**config.mk**
```make
export PLATFORM = sky130hd
export DESIGN_NAME = pattern_sequencer
export DESIGN_NICKNAME = d
export VERILOG_FILES = /design/src/rtl/watpixels_pkg.sv /design/src/rtl/btn_sync_edge.sv /design/src/rtl/pattern_sequencer.sv
export SDC_FILE = /design/constraint.sdc
export NUM_CORES = 1
export LEC_CHECK = 0
export CORE_AREA = 2 2 99 82
export CTS_CLUSTER_DIAMETER = 50
export DETAILED_ROUTE_END_ITERATION = 10
export DIE_AREA = 0 0 101 84
export PLACE_DENSITY = 0.69
export SLEW_MARGIN = 25
export SYNTH_ARGS = -nofsm -noshare
export SYNTH_HDL_FRONTEND = slang
export SYNTH_SLANG_ARGS = --single-unit
```
**constraint.sdc**
```tcl
create_clock -name clk -period 2.71 [get_ports clk]
set_clock_uncertainty 0.2 [all_clocks]
set_input_delay 0.813 -clock clk [delete_from_list [all_inputs] [get_ports clk]]
set_output_delay 0.813 -clock clk [all_outputs]
set_load 0.05 [all_outputs]
```
**src/rtl/watpixels_pkg.sv**
```systemverilog
// Shared WatPixels definitions: sequencer state encoding, colour width,
// animation speed-code-to-divisor mapping and nominal frame geometry.
package watpixels_pkg;

   typedef enum logic {
      SHOW  = 1'b0,
      BLANK = 1'b1
   } seq_state_t;

   localparam int RGB_W = 6;

   // Nominal visible frame geometry driven by the VGA timing block.
   localparam int H_ACTIVE = 640;
   localparam int V_ACTIVE = 480;

   // Animation strobe divisors, indexed by speed code.
   localparam int SPEED0_DIV = 8;
   localparam int SPEED1_DIV = 4;
   localparam int SPEED2_DIV = 2;
   localparam int SPEED3_DIV = 1;

   // Divisors are powers of two, so "div_cnt mod divisor == 0" reduces to
   // masking div_cnt with (divisor-1).
   function automatic logic [2:0] speed_mask(input logic [1:0] speed);
      int div;
      case (speed)
         2'd0:    div = SPEED0_DIV;
         2'd1:    div = SPEED1_DIV;
         2'd2:    div = SPEED2_DIV;
         default: div = SPEED3_DIV;
      endcase
      return 3'(div - 1);
   endfunction

endpackage

```
**src/rtl/btn_sync_edge.sv**
```systemverilog
// Two-flop synchroniser plus registered rising-edge detector for an already
// debounced push-button level.
// Ports:
//   clk   - pixel clock
//   rst   - asynchronous active-high reset
//   btn   - asynchronous button level
//   pulse - one-cycle pulse, high 3 cycles after btn rises
module btn_sync_edge (
   input  logic clk,
   input  logic rst,
   input  logic btn,
   output logic pulse
);

   logic meta;
   logic sync;
   logic sync_q;

   always_ff @(posedge clk or posedge rst) begin
      if (rst) begin
         meta   <= 1'b0;
         sync   <= 1'b0;
         sync_q <= 1'b0;
         pulse  <= 1'b0;
      end else begin
         meta   <= btn;
         sync   <= meta;
         sync_q <= sync;
         pulse  <= sync & ~sync_q;
      end
   end

endmodule

```
**src/rtl/pattern_sequencer.sv**
```systemverilog
// Frame-level controller for the WatPixels pattern generators. Generates the
// shared next_frame animation strobe at a selectable rate, handles pause, and
// steps through NUM_PATTERNS generators (manual button or dwell timeout) with
// BLANK_FRAMES black frames inserted on every switch.
// Ports:
//   clk, rst        - pixel clock, asynchronous active-high reset
//   x, y            - current pixel position from VGA timing
//   btn_next        - advance to next pattern (debounced level)
//   btn_speed       - cycle animation speed (debounced level)
//   btn_pause       - toggle animation freeze (debounced level)
//   auto_en         - enable dwell-based auto advance
//   patterns_rgb    - packed generator colours, generator i at [6i+5:6i]
//   next_frame      - one-cycle animation strobe
//   pattern_sel     - displayed pattern index
//   speed_level     - current speed code
//   paused          - animation frozen
//   rgb_out         - registered output colour
module pattern_sequencer
   import watpixels_pkg::*;
#(
   parameter int NUM_PATTERNS = 4,
   parameter int DWELL_FRAMES = 600,
   parameter int BLANK_FRAMES = 8
) (
   input  logic                           clk,
   input  logic                           rst,
   input  logic [9:0]                     x,
   input  logic [9:0]                     y,
   input  logic                           btn_next,
   input  logic                           btn_speed,
   input  logic                           btn_pause,
   input  logic                           auto_en,
   input  logic [RGB_W*NUM_PATTERNS-1:0]  patterns_rgb,
   output logic                           next_frame,
   output logic [2:0]                     pattern_sel,
   output logic [1:0]                     speed_level,
   output logic                           paused,
   output logic [RGB_W-1:0]               rgb_out
);

   localparam logic [15:0] DWELL_LAST = 16'(DWELL_FRAMES - 1);
   localparam logic [7:0]  BLANK_LAST = 8'(BLANK_FRAMES - 1);
   localparam logic [2:0]  SEL_LAST   = 3'(NUM_PATTERNS - 1);

   logic       next_pulse;
   logic       speed_pulse;
   logic       pause_pulse;

   logic       sof;
   logic       sof_q;
   logic       frame_tick;

   seq_state_t state;
   logic [2:0]  div_cnt;
   logic [15:0] dwell_cnt;
   logic [7:0]  blank_cnt;
   logic [RGB_W-1:0] sel_rgb;
   logic        dwell_done;

   btn_sync_edge u_next  (.clk(clk), .rst(rst), .btn(btn_next),  .pulse(next_pulse));
   btn_sync_edge u_speed (.clk(clk), .rst(rst), .btn(btn_speed), .pulse(speed_pulse));
   btn_sync_edge u_pause (.clk(clk), .rst(rst), .btn(btn_pause), .pulse(pause_pulse));

   assign sof = (x == 10'd0) && (y == 10'd0);

   // Only the first cycle of a (possibly multi-cycle) sof produces a tick.
   always_ff @(posedge clk or posedge rst) begin
      if (rst) begin
         sof_q      <= 1'b0;
         frame_tick <= 1'b0;
      end else begin
         sof_q      <= sof;
         frame_tick <= sof & ~sof_q;
      end
   end

   always_comb begin
      sel_rgb = '0;
      for (int i = 0; i < NUM_PATTERNS; i++)
         if (pattern_sel == 3'(i))
            sel_rgb = patterns_rgb[i*RGB_W +: RGB_W];
   end

   // Expiry looks only at auto_en and the count; pause freezes counting but
   // a count already sitting at the last frame still fires on the next tick.
   assign dwell_done = frame_tick && auto_en && (dwell_cnt == DWELL_LAST);

   always_ff @(posedge clk or posedge rst) begin
      if (rst) begin
         state       <= SHOW;
         pattern_sel <= 3'd0;
         speed_level <= 2'd3;
         paused      <= 1'b0;
         next_frame  <= 1'b0;
         rgb_out     <= '0;
         div_cnt     <= 3'd0;
         dwell_cnt   <= 16'd0;
         blank_cnt   <= 8'd0;
      end else begin
         next_frame <= frame_tick && (state == SHOW) && !paused &&
                       ((div_cnt & speed_mask(speed_level)) == 3'd0);

         // A speed change restarts the divider so the new rate starts in phase.
         if (speed_pulse) begin
            speed_level <= speed_level + 2'd1;
            div_cnt     <= 3'd0;
         end else if (frame_tick) begin
            div_cnt <= div_cnt + 3'd1;
         end

         if (pause_pulse)
            paused <= ~paused;

         rgb_out <= (state == SHOW) ? sel_rgb : '0;

         case (state)
            SHOW: begin
               if (frame_tick && auto_en && !paused)
                  dwell_cnt <= dwell_cnt + 16'd1;
               // Button and expiry together still produce one transition.
               if (next_pulse || dwell_done) begin
                  state     <= BLANK;
                  blank_cnt <= 8'd0;
               end
            end
            BLANK: begin
               // btn_next is deliberately not looked at here: dropped, not queued.
               if (frame_tick) begin
                  if (blank_cnt == BLANK_LAST) begin
                     state       <= SHOW;
                     dwell_cnt   <= 16'd0;
                     pattern_sel <= (pattern_sel == SEL_LAST) ? 3'd0 : pattern_sel + 3'd1;
                  end else begin
                     blank_cnt <= blank_cnt + 8'd1;
                  end
               end
            end
            default: state <= SHOW;
         endcase
      end
   end

endmodule

```
==> flow_summary_export.csv, run 1 <==
group,metric,value,unit
global_routing,grt_pass1_vias,2474,
sta,relSlewSlack,0.4708,
power,p_per_area,437.3,mW/mm^2
drt,route.detailed.drc,0,
drt,vias,2556,
setup_path,r2r-start,"blank_cnt[4]",
global_routing,grt_max_degree,56,
power,leakagePower,1.516,nW
finish,fillers,733,
setup_path,worstPathCellList,"clkdlybuf4s50_1",
logic_synthesis,ys_seq_area_frac,0.4773,
setup_path,critPathSlowestCell,"clkdlybuf4s50_1",
logic_synthesis,ys.flop_type,"dfrtp_1",
drt,via_per_inst,5.605,
global_routing,globalRouteOverflowTotal,0,
sta,hold_viol,0,
hold_path,hold_class,"reg2reg",
finish,multi_input_area,0.001408,mm^2
die,die_w,101,um
logic_synthesis,syn_nets,355,
logic_synthesis,syn-cell-area,0.002889,mm^2
drt,post_drt_wl_per_cell,14.18,um
drt,postRouteAntennaNets,0,
setup_path,crit_required,1700,ps
setup_path,worstSetupPathType,"reg2out",
placement,hpwl,4.871,mm
run_status,outcome,"complete, no violations",
die,die_h,84,um
logic_synthesis,synth.area.top_cells,"dfrtp_1 46%, o31ai_1 4.9%, nand2_1 4.5%",
global_routing,antenna_found_initial,0,
power,p_total,1.645,mW
sta,clock.fmax,379.6,MHz
sta,setup_viol,0,
drt,drtIter0Drc,227,
setup_path,ff2ff_path_depth,4,
logic_synthesis,yosysWarnings,0,
cts,cts_tree,"yes",
cts,post_cts_buffers,0,
cts,cts_hold_buf,0,
placement,port_buffers,62,
cts,cts_buffers,5,
logic_synthesis,synth.distinct_cells,49,
logic_synthesis,syn_area_per_cell,9.793,um^2
drt,drt_first_pass_iters,4,
flow_run,maxCapViolCount,0,
sta,hold_slack,162.6,ps
cts,cts_buffer_depth,2,
logic_synthesis,synth_edf_count,0,
sta,maxSlewViolCount,0,
die,io_pins,63,
finish,area_delta_synth_final,30.23,%
power,ir_worst_vdd,0.0004412,V
die,start_util,0.3791,
logic_synthesis,synthCells,295,
placement,gp_congestion,0.8123,
finish,mostFrequentLayoutCell,"clkdlybuf4s50_1",
finish,antenna_cells,0,
sta,min_period_over_period,0.9721,
setup_path,cp.depth,1,
setup_path,arrival,1620,ps
finish,layout-drive-gt1-share,0.09091,
setup_path,slowest_delay,840,ps
die,die-area,0.008484,mm^2
setup_path,crit_buf_inv,1,
cts,clk_pin_slew,110,ps
sta,worst_pin_slew,790.9,ps
setup_path,worst-path-max-fanout,5,
setup_path,cp-start-kind,"flip-flop",
die,core_area,0.007620,mm^2
global_routing,grt_use_total,0.1632,
logic_synthesis,ys_ff_latch,55,
cts,clk_latency,310,ps
sta,finalCriticalPeriod,2634,ps
die,rows,29,
cts,ctsHtreeMaxLevel,2,
finish,final_cell_mix,"60 x clkdlybuf4s50_1, 53 x dfrtp_1, 35 x nand2_1",
finish,layout.nets,422,
cts,clkSinkCount,55,
logic_synthesis,async_flop_share,1.000,
sta,grt_setup_unrepaired,"false",
setup_path,worst_setup_path_end_kind,"output pin",
sta,tns,0,ps
setup_path,critPathTopFamily,"buffers and inverters",
finish,register_area,0.001379,mm^2
cts,root_buffer,"clkbuf_8",
logic_synthesis,yosysTopAreaCell,"dfrtp_1",
hold_path,min_path_cells,0,
logic_synthesis,yosysTopAreaCellShare,0.4591,
global_routing,grt_first_pass_wirelength,11.50,mm
setup_path,critPathLaunch,"paused",
hold_path,holdCritStartpoint,"u_pause.meta",
drt,wirelength,6.467,mm
stage by stage:
step | util | worst slack (ps) | cells | cell area, um^2
6_report | 0.4938 | 75.60 | 456 | 3762
5_1_grt | 0.4938 | 23.68 | 456 | 3762
4_1_cts | 0.4934 | 2.026 | 456 | 3760
3_5_place_dp | 0.4810 | -125.5 | 448 | 3665
3_3_place_gp | 0.4810 | -96.58 | 448 | 3665
2_1_floorplan | - | 357.4 | 295 | 2889
registers in the layout, summed over array words and instances (netlist names):
register        count
u_pause.meta        1
u_pause.sync_q      1
u_speed.sync        1
speed_level         2
u_next.sync_q       1
u_speed.sync_q      1
blank_cnt           8
u_speed.pulse       1
u_speed.meta        1
frame_tick          1
u_pause.sync        1
sof_q               1
paused              1
div_cnt             3
rgb_out             6
dwell_cnt          16
u_next.meta         1
state               1
next_frame          1
pattern_sel         3
u_pause.pulse       1
u_next.sync         1
u_next.pulse        1
timing repair:
item,4_1_cts,5_1_grt
endpoints found under the setup margin,0,1
hold endpoints to repair,0,0
gates resized for setup,0,1
worst paths after layout:
kind	to	slack, ps
worst max-delay path	paused	80
worst min-delay path	u_pause.sync	160
worst max register to register	dwell_cnt[4]	450
worst min register to register	u_pause.sync	160
max in group asynchronous	speed_level[0]	1370
min in group asynchronous	u_speed.pulse	660
layout make-up:
| type | count | area share |
|---|---|---|
| well taps | 93 | 0.03093 |
| multi-input cells | 215 | 0.3741 |
| flip-flops and latches | 55 | 0.3665 |
| inverters | 11 | 0.01097 |
| repair buffers | 74 | 0.1922 |
| clock buffers | 5 | 0.01829 |
| clock inverters | 3 | 0.006984 |
power by group:
group | switching (mW) | leakage [nW] | internal [mW]
Sequential | 0.0359 | 0.666 | 0.865
Combinational | 0.145 | 0.800 | 0.129
Clock | 0.280 | 0.0491 | 0.191
Total | 0.461 | 1.52 | 1.18
kinds of logic after synthesis:
| group | count (synthesis) | share of synthesized area |
|---|---|---|
| simple gates | 110 | 0.2036 |
| compound gates | 86 | 0.2105 |
| flops | 55 | 0.4773 |
| buf+inv | 25 | 0.03551 |
| fa+ha+maj | 10 | 0.04331 |
| mux | 5 | 0.01776 |
| xor+xnor | 4 | 0.01213 |
Yosys cell counts, types with 2 or more instances:
cell	n
and3_1	9
ha_1	10
o211ai_1	8
dfstp_2	2
a21oi_1	10
o21ai_0	19
nor4_1	11
a21o_1	3
or3_1	2
nand3b_1	6
nand2_1	35
a41oi_1	2
clkbuf_1	12
inv_1	11
o31ai_1	19
a31oi_1	5
a311oi_1	2
nand4_1	7
dfrtp_1	53
o221ai_1	5
nor3_1	3
nand2b_1	8
a31o_2	3
nor2_1	12
mux2i_1	4
and4_1	2
nand3_1	5
nor2b_1	3
xor2_1	3
a211o_1	2
per-layer routing:
| layer | global-route usage | part of all wire | wire [um] |
|---|---|---|---|
| met1 | 0.2497 | 0.48 | 3097 |
| met2 | 0.2418 | 0.45 | 2892 |
| met3 | 0.03266 | 0.071 | 459 |
| met4 | 0.02826 | 0.0028 | 18 |
| met5 | 0 | 0 | 0 |
(Power assumes the default switching activity.)
==> run 2, diff against run 1 <==
CELL_PAD_IN_SITES_DETAIL_PLACEMENT = 2   (was default)
CELL_PAD_IN_SITES_GLOBAL_PLACEMENT = 2   (was default)
CORE_AREA = 2 2 110 90   (was 2 2 99 82)
CTS_BUF_LIST = sky130_fd_sc_hd__clkbuf_4   (was default)
DIE_AREA = 0 0 112 92   (was 0 0 101 84)
PLACE_DENSITY = 0.85   (was 0.69)
SLEW_MARGIN = default   (was 25)
==> run 2 against run 1 <==
  * Cell count increased by 6.6%
  * Core utilization decreased by 8.9 points
  * Sequential share of layout area decreased by 0.31 points
  * Clock-buffer cell count unchanged
  * Clock power decreased by 9.3%
  * Sequential cell count unchanged
  * Combinational power increased by 4%
  * First-iteration DRC count decreased by 52%
  * Wire length increased by 37%
==> flow_summary_export.csv, run 2 (synthesis results as in run 1) <==
group,metric,value,unit
placement,hpwl,6.743,mm
cts,cts_buffers,5,
power,seq_power_share,0.560,
drt,post_drt_wl_per_cell,18.24,um
drt,postRouteAntennaNets,0,
power,p_int,1.105,mW
setup_path,worst-path-max-fanout,1,
finish,mostFrequentLayoutCell,"clkdlybuf4s50_1",
setup_path,worstSetupPathType,"reg2out",
power,p_comb_frac,0.176,
sta,maxSlewViolCount,0,
drt,wirelength,8.866,mm
die,core_area,0.009369,mm^2
finish,stdcell_area,0.003795,mm^2
sta,clock.fmax,386.0,MHz
drt,drt_first_pass_iters,4,
hold_path,hold_class,"reg2reg",
sta,finalCriticalPeriod,2591,ps
power,switching_share,0.3172,
finish,fillers,1043,
finish,regMostFlops,"dwell_cnt",
sta,min_period_over_period,0.9559,
cts,cts_tree,"yes",
finish,layout-drive-gt1-share,0.1035,
sta,relSlewSlack,0.5689,
global_routing,met1_usage,0.2544,
placement,gp_congestion,0.8134,
setup_path,ff2ff_setup_slack,360,ps
cts,clk_latency,410,ps
global_routing,grt_use_total,0.1782,
global_routing,grt_max_degree,56,
global_routing,grt_pass1_vias,2840,
cts,clk_pin_slew,190,ps
finish,final_cell_mix,"56 x clkdlybuf4s50_1, 53 x dfrtp_1, 35 x nand2_1",
global_routing,antenna_found_initial,0,
power,leakagePower,1.545,nW
global_routing,grtUsageMet2,0.2864,
drt,route.detailed.drc,0,
power,p_per_area,426.4,mW/mm^2
setup_path,slowest_delay,800,ps
placement,port_buffers,62,
placement,placed_area,0.003725,mm^2
setup_path,worst_setup_path_end_kind,"output pin",
power,netSwitchingPower,0.5133,mW
global_routing,globalRouteOverflowTotal,0,
placement,placed_cells,478,
cts,clkSinkCount,55,
finish,fin_util,0.4050,
global_routing,grt_first_pass_wirelength,14.79,mm
cts,cts_buffer_depth,2,
cts,root_buffer,"clkbuf_4",
cts,cts_hold_buf,0,
finish,final_cells,486,
cts,ctsHtreeMaxLevel,2,
setup_path,worstPathCellList,"clkdlybuf4s50_1",
sta,grt_setup_unrepaired,"false",
die,die_w,112,um
setup_path,cp-start-kind,"flip-flop",
finish,area_delta_synth_final,31.36,%
sta,hold_viol,0,
sta,tns,0,ps
finish,largest_reg_flops,16,
power,p_total,1.618,mW
power,ir_worst_vdd,0.0004367,V
setup_path,crit_required,1700,ps
setup_path,critPathTopFamily,"buffers and inverters",
die,rows,32,
cts,post_cts_buffers,0,
drt,drtIter0Drc,110,
setup_path,arrival,1580,ps
finish,multi_input_area,0.001408,mm^2
global_routing,grt_busiest_layer,"met2",
global_routing,use_met3,0.03371,
setup_path,critPathSlowestCell,"clkdlybuf4s50_1",
die,die-area,0.01030,mm^2
sta,hold_slack,182.6,ps
sta,setup_ws,119.5,ps
setup_path,crit_buf_inv,1,
finish,reg_top3,"dwell_cnt x16, blank_cnt x8, rgb_out x6",
die,io_pins,63,
flow_run,maxCapViolCount,0,
drt,via_per_inst,5.481,
power,clockPowerShare,0.264,
finish,register_area,0.001379,mm^2
sta,worst_pin_slew,644.3,ps
drt,vias,2664,
die,start_util,0.3084,
placement,dp_slack,-207.2,ps
finish,antenna_cells,0,
die,die_h,92,um
finish,layout.nets,426,
sta,setup_viol,0,
run_status,outcome,"complete, no violations",
==> run 2: changes by cell type in the layout (fill, tap and decap cells not counted) <==
| cell | before | now |
|---|---|---|
| inv_6 | 2 | 1 |
| clkdlybuf4s50_1 | 60 | 56 |
| clkbuf_8 | 5 | 0 |
| buf_4 | 12 | 17 |
| clkbuf_4 | 0 | 5 |
| dlygate4sd2_1 | 0 | 3 |
| clkinv_8 | 0 | 1 |
==> run 2: path summary, 6_finish.rpt <==
kind | from | endpoint | cells after the start
setup / recovery | next_frame | next_frame | 1
min in group asynchronous | rst | u_pause.sync | 3
max in group asynchronous | rst | speed_level[1] | 3
hold reg to reg | u_next.meta | u_next.sync | 0
setup reg to reg | blank_cnt[4] | blank_cnt[5] | 4
hold / removal | u_next.meta | u_next.sync | 0
==> run 2: area by class of cell <==
cell class | instances | share of cell area
sequential | 55 | 0.3633
multi-input combinational | 215 | 0.3709
timing repair buffer | 78 | 0.1968
clock inverter | 3 | 0.008902
inverter | 11 | 0.01088
clock buffer | 5 | 0.009891
tap | 119 | 0.03924
==> run 2: power by group through the flow <==
stage	Combinational, mW	Clock, mW	Sequential (mW)
after floorplan	0.0649	0	0.991
after global placement	0.277	0	0.917
after detailed placement	0.295	0	0.922
after CTS	0.291	0.447	0.907
after global routing	0.307	0.478	0.915
final	0.284	0.427	0.906
==> run 2: metal layers <==
layer	vias to the layer above	routed length, um	share of wire
li1	1244	-	-
met1	1365	4157	0.47
met2	50	4350	0.49
met3	5	305	0.034
met4	0	52	0.0059
met5	-	0	0
==> run 2: what timing repair did <==
item,in CTS,in global routing
cloned,0,0
gates resized for setup,3,1
endpoints found under the setup margin,3,1
